==> config.mk <==
export PLATFORM = sky130hd
export DESIGN_NAME = elevator_interval_timer
export DESIGN_NICKNAME = d
export VERILOG_FILES = /design/src/rtl/elevator_interval_timer.sv
export SDC_FILE = /design/constraint.sdc
export NUM_CORES = 1
export LEC_CHECK = 0
export CORE_MARGIN = 1.5
export CORE_UTILIZATION = 60
export DETAILED_ROUTE_END_ITERATION = 6
export PLACE_DENSITY = 0.84
export SYNTH_ARGS = -nofsm -noshare
export SYNTH_HDL_FRONTEND = slang
export SYNTH_SLANG_ARGS = --single-unit
==> constraint.sdc <==
create_clock -name clk -period 7.1 [get_ports clk]
set_input_delay 1.065 -clock clk [delete_from_list [all_inputs] [get_ports clk]]
set_output_delay 1.065 -clock clk [all_outputs]
set_load 0.02 [all_outputs]
==> src/rtl/elevator_interval_timer.sv <==
// elevator_interval_timer: prescaled up/down interval timer with one-shot/periodic modes, pause and clear
module elevator_interval_timer #(
    parameter int WIDTH = 4,
    parameter int DIV   = 1
) (
    input  logic             clk,
    input  logic             rst,
    input  logic             start,
    input  logic             stop,
    input  logic             clear,
    input  logic             direction,
    input  logic             mode,
    input  logic [WIDTH-1:0] load_val,
    output logic [WIDTH-1:0] period,
    output logic             busy,
    output logic             done,
    output logic             expired
);
    typedef enum logic [1:0] {IDLE, RUN, PAUSE, DONE} state_t;
    localparam logic [15:0] PRE_MAX = 16'(DIV - 1);
    state_t           r_state;
    logic [15:0]      r_pre;
    logic             r_dir;
    logic             r_mode;
    logic [WIDTH-1:0] r_term;
    logic [WIDTH-1:0] r_period;
    logic             r_busy;
    logic             r_done;
    logic             r_expired;
    logic             w_tick;
    logic [WIDTH-1:0] w_end;
    logic [WIDTH-1:0] w_reload;
    logic [WIDTH-1:0] w_step;
    logic [WIDTH-1:0] w_start_val;
    // Next count value: a periodic run sitting on its end value reloads instead of stepping
    always_comb begin
        w_tick      = r_pre == PRE_MAX;
        w_end       = r_dir ? r_term : '0;
        w_reload    = r_dir ? '0 : r_term;
        w_step      = (r_period == w_end) ? w_reload
                    : (r_dir ? r_period + WIDTH'(1) : r_period - WIDTH'(1));
        w_start_val = direction ? '0 : load_val;
    end
    // Control FSM with clear > start > stop priority; all outputs registered here
    always_ff @(posedge clk or negedge rst) begin
        if (!rst) begin
            r_state   <= IDLE;
            r_pre     <= '0;
            r_dir     <= 1'b0;
            r_mode    <= 1'b0;
            r_term    <= '0;
            r_period  <= '0;
            r_busy    <= 1'b0;
            r_done    <= 1'b0;
            r_expired <= 1'b0;
        end else begin
            r_done <= 1'b0;
            if (clear) begin
                r_state   <= IDLE;
                r_pre     <= '0;
                r_period  <= '0;
                r_busy    <= 1'b0;
                r_expired <= 1'b0;
            end else if (start && r_state == PAUSE) begin
                r_state   <= RUN;
                r_busy    <= 1'b1;
                r_expired <= 1'b0;
            end else if (start) begin
                r_dir  <= direction;
                r_mode <= mode;
                r_term <= load_val;
                r_pre  <= '0;
                if (load_val == '0) begin
                    r_state   <= DONE;
                    r_period  <= '0;
                    r_busy    <= 1'b0;
                    r_done    <= 1'b1;
                    r_expired <= 1'b1;
                end else begin
                    r_state   <= RUN;
                    r_period  <= w_start_val;
                    r_busy    <= 1'b1;
                    r_expired <= 1'b0;
                end
            end else if (stop && r_state == RUN) begin
                r_state <= PAUSE;
            end else if (r_state == RUN) begin
                r_pre <= w_tick ? '0 : r_pre + 16'd1;
                if (w_tick) begin
                    r_period <= w_step;
                    if (w_step == w_end) begin
                        r_done    <= 1'b1;
                        r_expired <= 1'b1;
                        if (!r_mode) begin
                            r_state <= DONE;
                            r_busy  <= 1'b0;
                        end
                    end
                end
            end
        end
    end
    assign period  = r_period;
    assign busy    = r_busy;
    assign done    = r_done;
    assign expired = r_expired;
endmodule

==> flow_metrics.tcl, run 1 <==
set metrics [dict create \
    r2r-end "busy$_DFFE_PN0P_" \
    diodes 0 \
    yosysSeqAreaShare 0.401 \
    gp_congestion 0.885 \
    ctsLongestPathBuffers 2 \
    cp.required_ns 7.31 \
    status "finished, final reports clean" \
    grt_pass1_wl_mm 7.20 \
    post-route-period-util 0.380 \
    synth_edf_count 0 \
    syn2layout_area_growth_pct 14.7 \
    async_flop_share 1.00 \
    via_count 1714 \
    crit_arrival_ns 2.91 \
    row_count 20 \
    vdd_drop_max_mv 0.169 \
    finalSetupViolations 0 \
    tightest_slew_ns 0.743 \
    hold_class "reg2reg" \
    reg2reg_depth 8 \
    yosys_register_bits 31 \
    cts_tree "built" \
    clkTransAtPathRegs_ns 0.10 \
    fmax_mhz 371 \
    p_leak_nw 0.906 \
    cts-root-buf "clkbuf_4" \
    antenna_left 0 \
    crit_path_max_incr_delay_ns 0.54 \
    ctsHoldBuffers 0 \
    synth.area.top_cells "dfrtp_1, xor2_1, nor2_1" \
    grt_start_max_net_pins 32 \
    min_to "r_state[1]$_DFFE_PN0P_" \
    place.port_buffers 17 \
    viasPerCell 6.30 \
    clock_latency_ns 0.34 \
    path_max_fanout 8 \
    reg2reg_from "r_dir$_DFFE_PN0P_" \
    dp_hpwl_mm 2.92 \
    cp_cell_sequence "clkdlybuf4s50_1 > o21bai_1 > a221o_1 > and3_1 > nand4_1 > xor2_1 > nor2_1" \
    slowest_stage "clkdlybuf4s50_1" \
    hold_slack_ns 0.486 \
    start_util 0.634 \
    grt_pass1_vias 1552 \
    power_density_nw_per_um2 240 \
    grt_overflow 0 \
    preCtsSetupSlack_ns 4.07 \
    final_design_area_no_fill_sq_um 2220 \
    synth_cell_types 52 \
    coreArea_sq_um 3050 \
    antenna_found_initial 0 \
    netlist_instances 210 \
    fin_skew_ns 0.00601 \
    crit_type "in2reg" \
    synth_top_area_frac 0.401 \
    syn-cell-area_sq_um 1930 \
    die_x_um 59.8 \
    fin_crit_ns 2.70 \
    hold_depth 1 \
    slew-limit-headroom 0.504 \
    cts_sinks 31 \
    synth_ff_type "dfrtp_1" \
    routed_wirelength_mm 4.20 \
    cts_resized 0 \
    rsz0062_at_grt "false" \
    post_cts_buffers 0 \
    grtUsageTotal 0.269 \
    min_from "r_mode$_DFFE_PN0P_" \
    synth_nets 226 \
    ios 18 \
    rrSetupSlack_ns 4.45 \
    start_kind "input pin" \
    setup_ws_ns 4.40 \
    drc 0 \
    avgSynthCellArea_sq_um 9.21 \
    wl_per_cell_um 15.4 \
    critPathBufInv 1 \
    synth_top_area_cell "dfrtp_1" \
    final.setup.tns_ns 0 \
    dieArea_sq_um 3570 \
    drt-initial-drc-count 142 \
    chipHeight_um 59.8 \
    num-nets-final 243 \
    cap_violations 0 \
    numCtsBuffers 5 \
    dr.pass1.iters 5 \
    drive_gt1_frac 0.0789 \
    utilization 0.727 \
    path_delay_family "compound AO/OA/AOI/OAI gates" \
    ys_warn_count 0 \
    hold_viol 0 \
    h-tree-depth 2 \
    end_kind "register" \
    maxSlewViolCount 0 \
    placed_cell_area_sq_um 2130 \
]
-- logic make-up (layout without fill, tap and decap cells) --
kind of cell,Yosys count,count (layout),share of synthesized area
adders and majority gates,5,5,0.0362
xor gates and xnor gates,14,14,0.0634
muxes,7,7,0.0382
and+or+nand+nor,81,81,0.223
AOI/OAI and AO/OA,50,50,0.193
DFF,31,31,0.401
buffers and inverters,22,40,0.0446
-- placed cells by master, fill, tap and decap left out, drive strengths merged, types with 2 or more instances in the layout --
cell           synthesis  layout
nand4                  9       9
a221o                  3       3
clkbuf                 5       6
o31ai                  2       2
a2bb2oi                2       2
and3                   2       2
a21o                   2       2
clkdlybuf4s50          0      17
xor2                  11      11
nand2b                 4       4
a21oi                 12      12
o22ai                  3       3
nand2                 13      13
o21ai                 12      12
nor4                   6       6
mux2                   3       3
nand3                  6       6
or3                    2       2
nor2b                  2       2
mux2i                  4       4
xnor2                  3       3
nor2                  24      24
dfrtp                 31      31
a22o                   2       2
ha                     4       4
and2                   2       2
inv                   14      14
or2                    2       2
a22oi                  4       4
nor3b                  2       2
and4bb                 2       2
-- worst max path at each step --
stage                 startpoint                    end  slack [ns]  cells after the start
2_1_floorplan              start   r_pre[6]$_DFFE_PN0P_        4.61                      8
3_3_place_gp               start  r_pre[14]$_DFFE_PN0P_        4.18                      7
3_5_place_dp               start  r_pre[14]$_DFFE_PN0P_        4.07                      7
4_1_cts                    start  r_pre[14]$_DFFE_PN0P_        4.44                      7
5_1_grt        r_dir$_DFFE_PN0P_       busy$_DFFE_PN0P_        4.29                      8
6_report                   start  r_pre[14]$_DFFE_PN0P_        4.40                      7
-- state kept, by name (all words and copies together), names as in the netlist --
name	flops
busy	1
done	1
expired	1
period	4
r_dir	1
r_mode	1
r_pre	16
r_state	2
r_term	4
-- where the power goes --
part | switching, mW | internal [mW]
sequential | 0.0281 | 0.189
combinational | 0.0901 | 0.0765
clock | 0.0656 | 0.0832
total | 0.184 | 0.349
-- final cells by class --
cell class	count	area (sq um)
multi-input cells	157	1070
fillers	234	833
flip-flops and latches	31	776
repair buffers	18	178
well taps	44	55.1
inverters	14	52.6
clock buffers	6	51.3
clock inverters	2	35.0
-- synth_stat cells (4+ instances only) --
master / count
nand3_1: 6
nand2_1: 13
mux2i_1: 4
dfrtp_1: 31
nor4_1: 6
a21oi_1: 12
ha_1: 4
clkbuf_1: 5
nand4_1: 9
xor2_1: 11
nor2_1: 24
o21ai_0: 8
o21ai_1: 4
nand2b_1: 4
inv_1: 12
-- through the flow --
| stage | total power, mW | instances |
|---|---|---|
| 5_1_grt | 0.561 | 272 |
| 6_report | 0.533 | 272 |
| 2_1_floorplan | 0.335 | 210 |
| 3_5_place_dp | 0.383 | 264 |
| 3_3_place_gp | 0.378 | 264 |
| 4_1_cts | 0.533 | 272 |
-- per-layer routing --
layer | up-vias | global-route usage | share of wire | routed length (um)
met5 | - | 0 | 0 | 0
met4 | 0 | 0.124 | 0.016 | 68
met3 | 12 | 0.0671 | 0.087 | 365
met2 | 94 | 0.396 | 0.45 | 1910
met1 | 817 | 0.369 | 0.44 | 1860
li1 | 791 | - | - | -
No activity file was read; power rests on OpenSTA's default activity.
==> inputs of run 2 (changes only) <==
--- a/config.mk
+++ b/config.mk
@@ -6,9 +6,9 @@
 export NUM_CORES = 1
 export LEC_CHECK = 0
 export CORE_MARGIN = 1.5
-export CORE_UTILIZATION = 60
+export CORE_UTILIZATION = 57
 export DETAILED_ROUTE_END_ITERATION = 6
-export PLACE_DENSITY = 0.84
+export PLACE_DENSITY = 0.8
 export SYNTH_ARGS = -nofsm -noshare
 export SYNTH_HDL_FRONTEND = slang
 export SYNTH_SLANG_ARGS = --single-unit
==> constraint.sdc (replaced) <==
create_clock -name clk -period 2.77 [get_ports clk]
set_input_delay 0.4155 -clock clk [delete_from_list [all_inputs] [get_ports clk]]
set_output_delay 0.4155 -clock clk [all_outputs]
set_load 0.02 [all_outputs]
==> run 2 against run 1 <==
  * First-iteration DRC count stayed put
  * Cell count is 1.5% higher
  * Critical path depth is 1 higher
  * Count of clock-buffer cells in the layout stayed put
  * Clock power grew to 2.5 times the previous value
  * Non-clock buffer count is 4 higher
  * Die area is 5.0% higher
  * Critical endpoint is now busy$_DFFE_PN0P_
==> flow_metrics.tcl, run 2 (synthesized netlist as in run 1, its figures left out) <==
set metrics [dict create \
    status "finished, final reports clean" \
    drt-initial-drc-count 142 \
    num-nets-final 247 \
    cp_cell_sequence "inv_1 > fa_1 > xor2_1 > a22o_1 > a211oi_1 > nor4b_1 > nand4_1 > a31o_1" \
    row_count 20 \
    start_kind "register" \
    die_x_um 61.3 \
    rrSetupSlack_ns 0.34 \
    via_count 1706 \
    reg2reg_depth 8 \
    clock_latency_ns 0.34 \
    post_cts_buffers 0 \
    viasPerCell 6.18 \
    placed_cell_area_sq_um 2160 \
    ctsLongestPathBuffers 2 \
    clkTransAtPathRegs_ns 0.10 \
    slew-limit-headroom 0.684 \
    h-tree-depth 2 \
    grt_start_max_net_pins 32 \
    layout_common_cells "dfrtp_1, nor2_1, clkdlybuf4s50_1" \
    cts_sinks 31 \
    start_util 0.618 \
    dp_hpwl_mm 3.11 \
    place.port_buffers 17 \
    placedCellCount 268 \
    end_kind "register" \
    r2r-end "busy$_DFFE_PN0P_" \
    maxSlewViolCount 0 \
    grt_pass1_wl_mm 7.13 \
    routed_wirelength_mm 4.30 \
    chipHeight_um 61.3 \
    antenna_left 0 \
    fin_skew_ns 0.00178 \
    drc 0 \
    critPathLaunch "period[1]$_DFFE_PN0P_" \
    post-route-period-util 0.877 \
    regArea_sq_um 777 \
    grtUsageTotal 0.262 \
    coreArea_sq_um 3130 \
    antenna_found_initial 0 \
    gp_congestion 0.863 \
    diodes 0 \
    crit_arrival_ns 2.66 \
    power_density_nw_per_um2 610 \
    slowest_stage "dfrtp_1" \
    largest_register_ffs 16 \
    finalSetupViolations 0 \
    ios 18 \
    hold_class "in2async" \
    numCtsBuffers 5 \
    multiInputGateArea_sq_um 1070 \
    fin_crit_ns 2.43 \
    hold_slack_ns 0.458 \
    wl_per_cell_um 15.6 \
    crit_path_max_incr_delay_ns 0.47 \
    setup_ws_ns 0.340 \
    cp.required_ns 3.00 \
    finalPower_mw 1.37 \
    cts_tree "built" \
    grt_overflow 0 \
    preCtsSetupSlack_ns 0.249 \
    grt_pass1_vias 1558 \
    final_design_area_no_fill_sq_um 2250 \
    syn2layout_area_growth_pct 16.4 \
    fillCellCount 228 \
    fin_cells 276 \
    crit_type "reg2reg" \
    fmax_mhz 411 \
    final.setup.tns_ns 0 \
    dieArea_sq_um 3750 \
    hold_viol 0 \
    tightest_slew_ns 0.469 \
    cap_violations 0 \
    utilization 0.720 \
    largest-register "r_pre" \
    path_max_fanout 7 \
    dr.pass1.iters 4 \
    rsz0062_at_grt "false" \
    reg2reg_from "period[1]$_DFFE_PN0P_" \
    final_common_cell "dfrtp_1" \
    drive_gt1_frac 0.0991 \
    cts-root-buf "clkbuf_4" \
    vdd_drop_max_mv 0.366 \
    p_leak_nw 0.925 \
]
## run 2: cell types whose count changed in the layout (fill, tap and decap cells not counted)
| cell | change |
|---|---|
| dfrtp_2 | +1 |
| buf_4 | +4 |
| dfrtp_1 | -1 |
## run 2: worst max-delay path by stage
stage                  endpoint
2_1_floorplan  busy$_DFFE_PN0P_
3_3_place_gp   busy$_DFFE_PN0P_
3_5_place_dp   busy$_DFFE_PN0P_
4_1_cts        busy$_DFFE_PN0P_
5_1_grt        busy$_DFFE_PN0P_
6_report       busy$_DFFE_PN0P_
## run 2: final cells by class
class,instances,area share
well taps,44,0.0245
inverters,14,0.0233
flip-flops and latches,31,0.345
repair buffers,22,0.0923
clock inverters,2,0.0156
clock buffers,6,0.0228
multi-input cells,157,0.476
## run 2: power by group
| part | switching [mW] | internal (mW) |
|---|---|---|
| registers | 0.0633 | 0.486 |
| clock network | 0.166 | 0.213 |
| logic | 0.241 | 0.203 |
## run 2: critical path: cells and delay by family (launching register included)
kind	cells	cell delay, ns
xor+xnor	1	0.21
flops	1	0.47
fa+ha+maj	1	0.41
compound gates	3	0.75
buf+inv	1	0.09
simple gates	2	0.40
## run 2: per-layer routing
metal	part of all wire	GRT usage	vias up
met3	0.079	0.0651	8
met5	0	0	-
li1	-	-	805
met2	0.46	0.412	68
met4	0.016	0.0776	0
met1	0.45	0.359	825
## run 2: timing repair
item | in CTS | in global routing
resized for setup | 0 | 1
hold buffers | 0 | 0
endpoints found under the setup margin | 0 | 2
==> inputs of run 3 (changes only) <==
--- a/config.mk
+++ b/config.mk
@@ -6,9 +6,10 @@
 export NUM_CORES = 1
 export LEC_CHECK = 0
 export CORE_MARGIN = 1.5
-export CORE_UTILIZATION = 57
+export CORE_UTILIZATION = 51
 export DETAILED_ROUTE_END_ITERATION = 6
-export PLACE_DENSITY = 0.8
+export PLACE_DENSITY = 0.76
+export SETUP_SLACK_MARGIN = 0.5
 export SYNTH_ARGS = -nofsm -noshare
 export SYNTH_HDL_FRONTEND = slang
 export SYNTH_SLANG_ARGS = --single-unit
==> constraint.sdc (replaced) <==
create_clock -name clk -period 2.15 [get_ports clk]
set_input_delay 0.3225 -clock clk [delete_from_list [all_inputs] [get_ports clk]]
set_output_delay 0.3225 -clock clk [all_outputs]
set_load 0.02 [all_outputs]
==> run 3 against run 2 <==
  * The run now ends with setup timing left
  * Clock skew is 0.0052 ns higher
  * Hold slack worse by 0.041 ns
  * Critical path depth stayed put
  * Critical path type unchanged
  * Highest routed layer unchanged
==> flow_metrics.tcl, run 3 (synthesized netlist as in run 1, its figures left out) <==
set metrics [dict create \
    status "finished, violations left" \
    violations "setup timing" \
    final_common_cell "buf_4" \
    grt_overflow 0 \
    cts_tree "built" \
    drt-initial-drc-count 140 \
    fin_crit_ns 2.21 \
    hold_slack_ns 0.417 \
    clkTransAtPathRegs_ns 0.07 \
    fin_cells 326 \
    row_count 22 \
    drive_gt1_frac 0.446 \
    num-nets-final 293 \
    rsz0062_at_grt "true" \
    chipHeight_um 64.6 \
    cap_violations 0 \
    multiInputGateArea_sq_um 1390 \
    grt_pass1_wl_mm 8.37 \
    wl_per_cell_um 19.2 \
    antenna_left 0 \
    finalSetupViolations 4 \
    utilization 0.828 \
    maxSlewViolCount 0 \
    viasPerCell 6.06 \
    preCtsSetupSlack_ns 0.0167 \
    hold_class "in2async" \
    crit_arrival_ns 2.42 \
    numCtsBuffers 5 \
    largest-register "r_pre" \
    h-tree-depth 2 \
    tightest_slew_ns 0.449 \
    slew-limit-headroom 0.701 \
    largest_register_ffs 16 \
    syn2layout_area_growth_pct 56.7 \
    die_x_um 64.6 \
    start_kind "register" \
    clock_latency_ns 0.30 \
    dr.pass1.iters 4 \
    diodes 0 \
    ctsHoldBuffers 0 \
    gp_congestion 0.859 \
    routed_wirelength_mm 6.25 \
    power_density_nw_per_um2 721 \
    setup_ws_ns -0.0561 \
    fin_skew_ns 0.00694 \
    start_util 0.528 \
    drc 0 \
    cts-root-buf "clkbuf_8" \
    coreArea_sq_um 3660 \
    critPathLaunch "period[2]$_DFFE_PN0P_" \
    dp_hpwl_mm 3.19 \
    rrSetupSlack_ns -0.06 \
    finalPower_mw 2.19 \
    place.port_buffers 17 \
    post-route-period-util 1.03 \
    worstSetupEndpoint "period[3]$_DFFE_PN0P_" \
    path_max_fanout 5 \
    cp.required_ns 2.36 \
    crit_type "reg2reg" \
    placed_cell_area_sq_um 2310 \
    dieArea_sq_um 4170 \
    final.setup.tns_ns -0.132 \
    hold_viol 0 \
    layout_common_cells "buf_4, dfrtp_1, clkdlybuf4s50_1" \
    fillCellCount 204 \
    grt_start_max_net_pins 32 \
    end_kind "register" \
    placedCellCount 281 \
    cts_sinks 31 \
    ctsLongestPathBuffers 2 \
    reg2reg_from "period[2]$_DFFE_PN0P_" \
    grtUsageTotal 0.266 \
    antenna_found_initial 0 \
    reg2reg_depth 8 \
    r2r-end "period[3]$_DFFE_PN0P_" \
    regArea_sq_um 782 \
    grt_pass1_vias 1745 \
    final_design_area_no_fill_sq_um 3030 \
    vdd_drop_max_mv 0.635 \
    fmax_mhz 453 \
    p_leak_nw 1.26 \
    ios 18 \
    via_count 1975 \
]
run 3: changes by cell type in the layout (fill, tap and decap cells not counted), sizes merged:
| cell | before | now |
|---|---|---|
| buf | 5 | 51 |
| bufinv | 1 | 0 |
| dlygate4sd2 | 0 | 2 |
| clkbuf | 6 | 8 |
| clkdlybuf4s50 | 17 | 13 |
| dlymetal6s2s | 0 | 1 |
run 3: worst max-delay path: stages, from the launching register on:
cell and delay [ns]:
dfrtp_2 0.46, buf_6 0.14, or2_1 0.26, nand2b_4 0.17
a22oi_4 0.25, buf_12 0.15, nor3_2 0.04, or4b_1 0.49
a31oi_1 0.17
run 3: metal layers:
layer / vias up / routed length (um) / GRT usage
met1: 960 / 2540 / 0.347
met4: 0 / 195 / 0.0798
met5: - / 0 / 0
met3: 23 / 398 / 0.0573
li1: 894 / - / -
met2: 98 / 3110 / 0.445
run 3: power by group:
| part | leakage [nW] | switching (mW) | total, mW | internal (mW) |
|---|---|---|---|---|
| logic | 0.804 | 0.486 | 0.988 | 0.502 |
| clock network | 0.0482 | 0.238 | 0.496 | 0.258 |
| registers | 0.405 | 0.0723 | 0.702 | 0.630 |
run 3: area by class of cell:
type / instances / area share
Tap cell: 48 / 0.0198
Inverter: 14 / 0.0182
Clock buffer: 7 / 0.0285
Multi-Input combinational cell: 157 / 0.458
Clock inverter: 1 / 0.00165
Sequential cell: 31 / 0.258
Timing Repair Buffer: 68 / 0.216
run 3: how the worst min path moves through the flow:
stage | startpoint | end | slack, ns | cells after the start
3_5_place_dp | busy$_DFFE_PN0P_ | busy$_DFFE_PN0P_ | 0.51 | 1
6_report | rst | r_pre[8]$_DFFE_PN0P_ | 0.42 | 2
3_3_place_gp | r_mode$_DFFE_PN0P_ | r_state[1]$_DFFE_PN0P_ | 0.49 | 1
2_1_floorplan | rst | busy$_DFFE_PN0P_ | 0.03 | 0
5_1_grt | rst | r_pre[9]$_DFFE_PN0P_ | 0.45 | 2
4_1_cts | rst | r_pre[8]$_DFFE_PN0P_ | 0.44 | 2
run 3: repair_timing:
item                                    CTS  global route
endpoints found under the setup margin   25            30
cloned                                    2             0
gates resized for setup                  32            48
pin swaps                                17            27
buffers inserted                         20            15
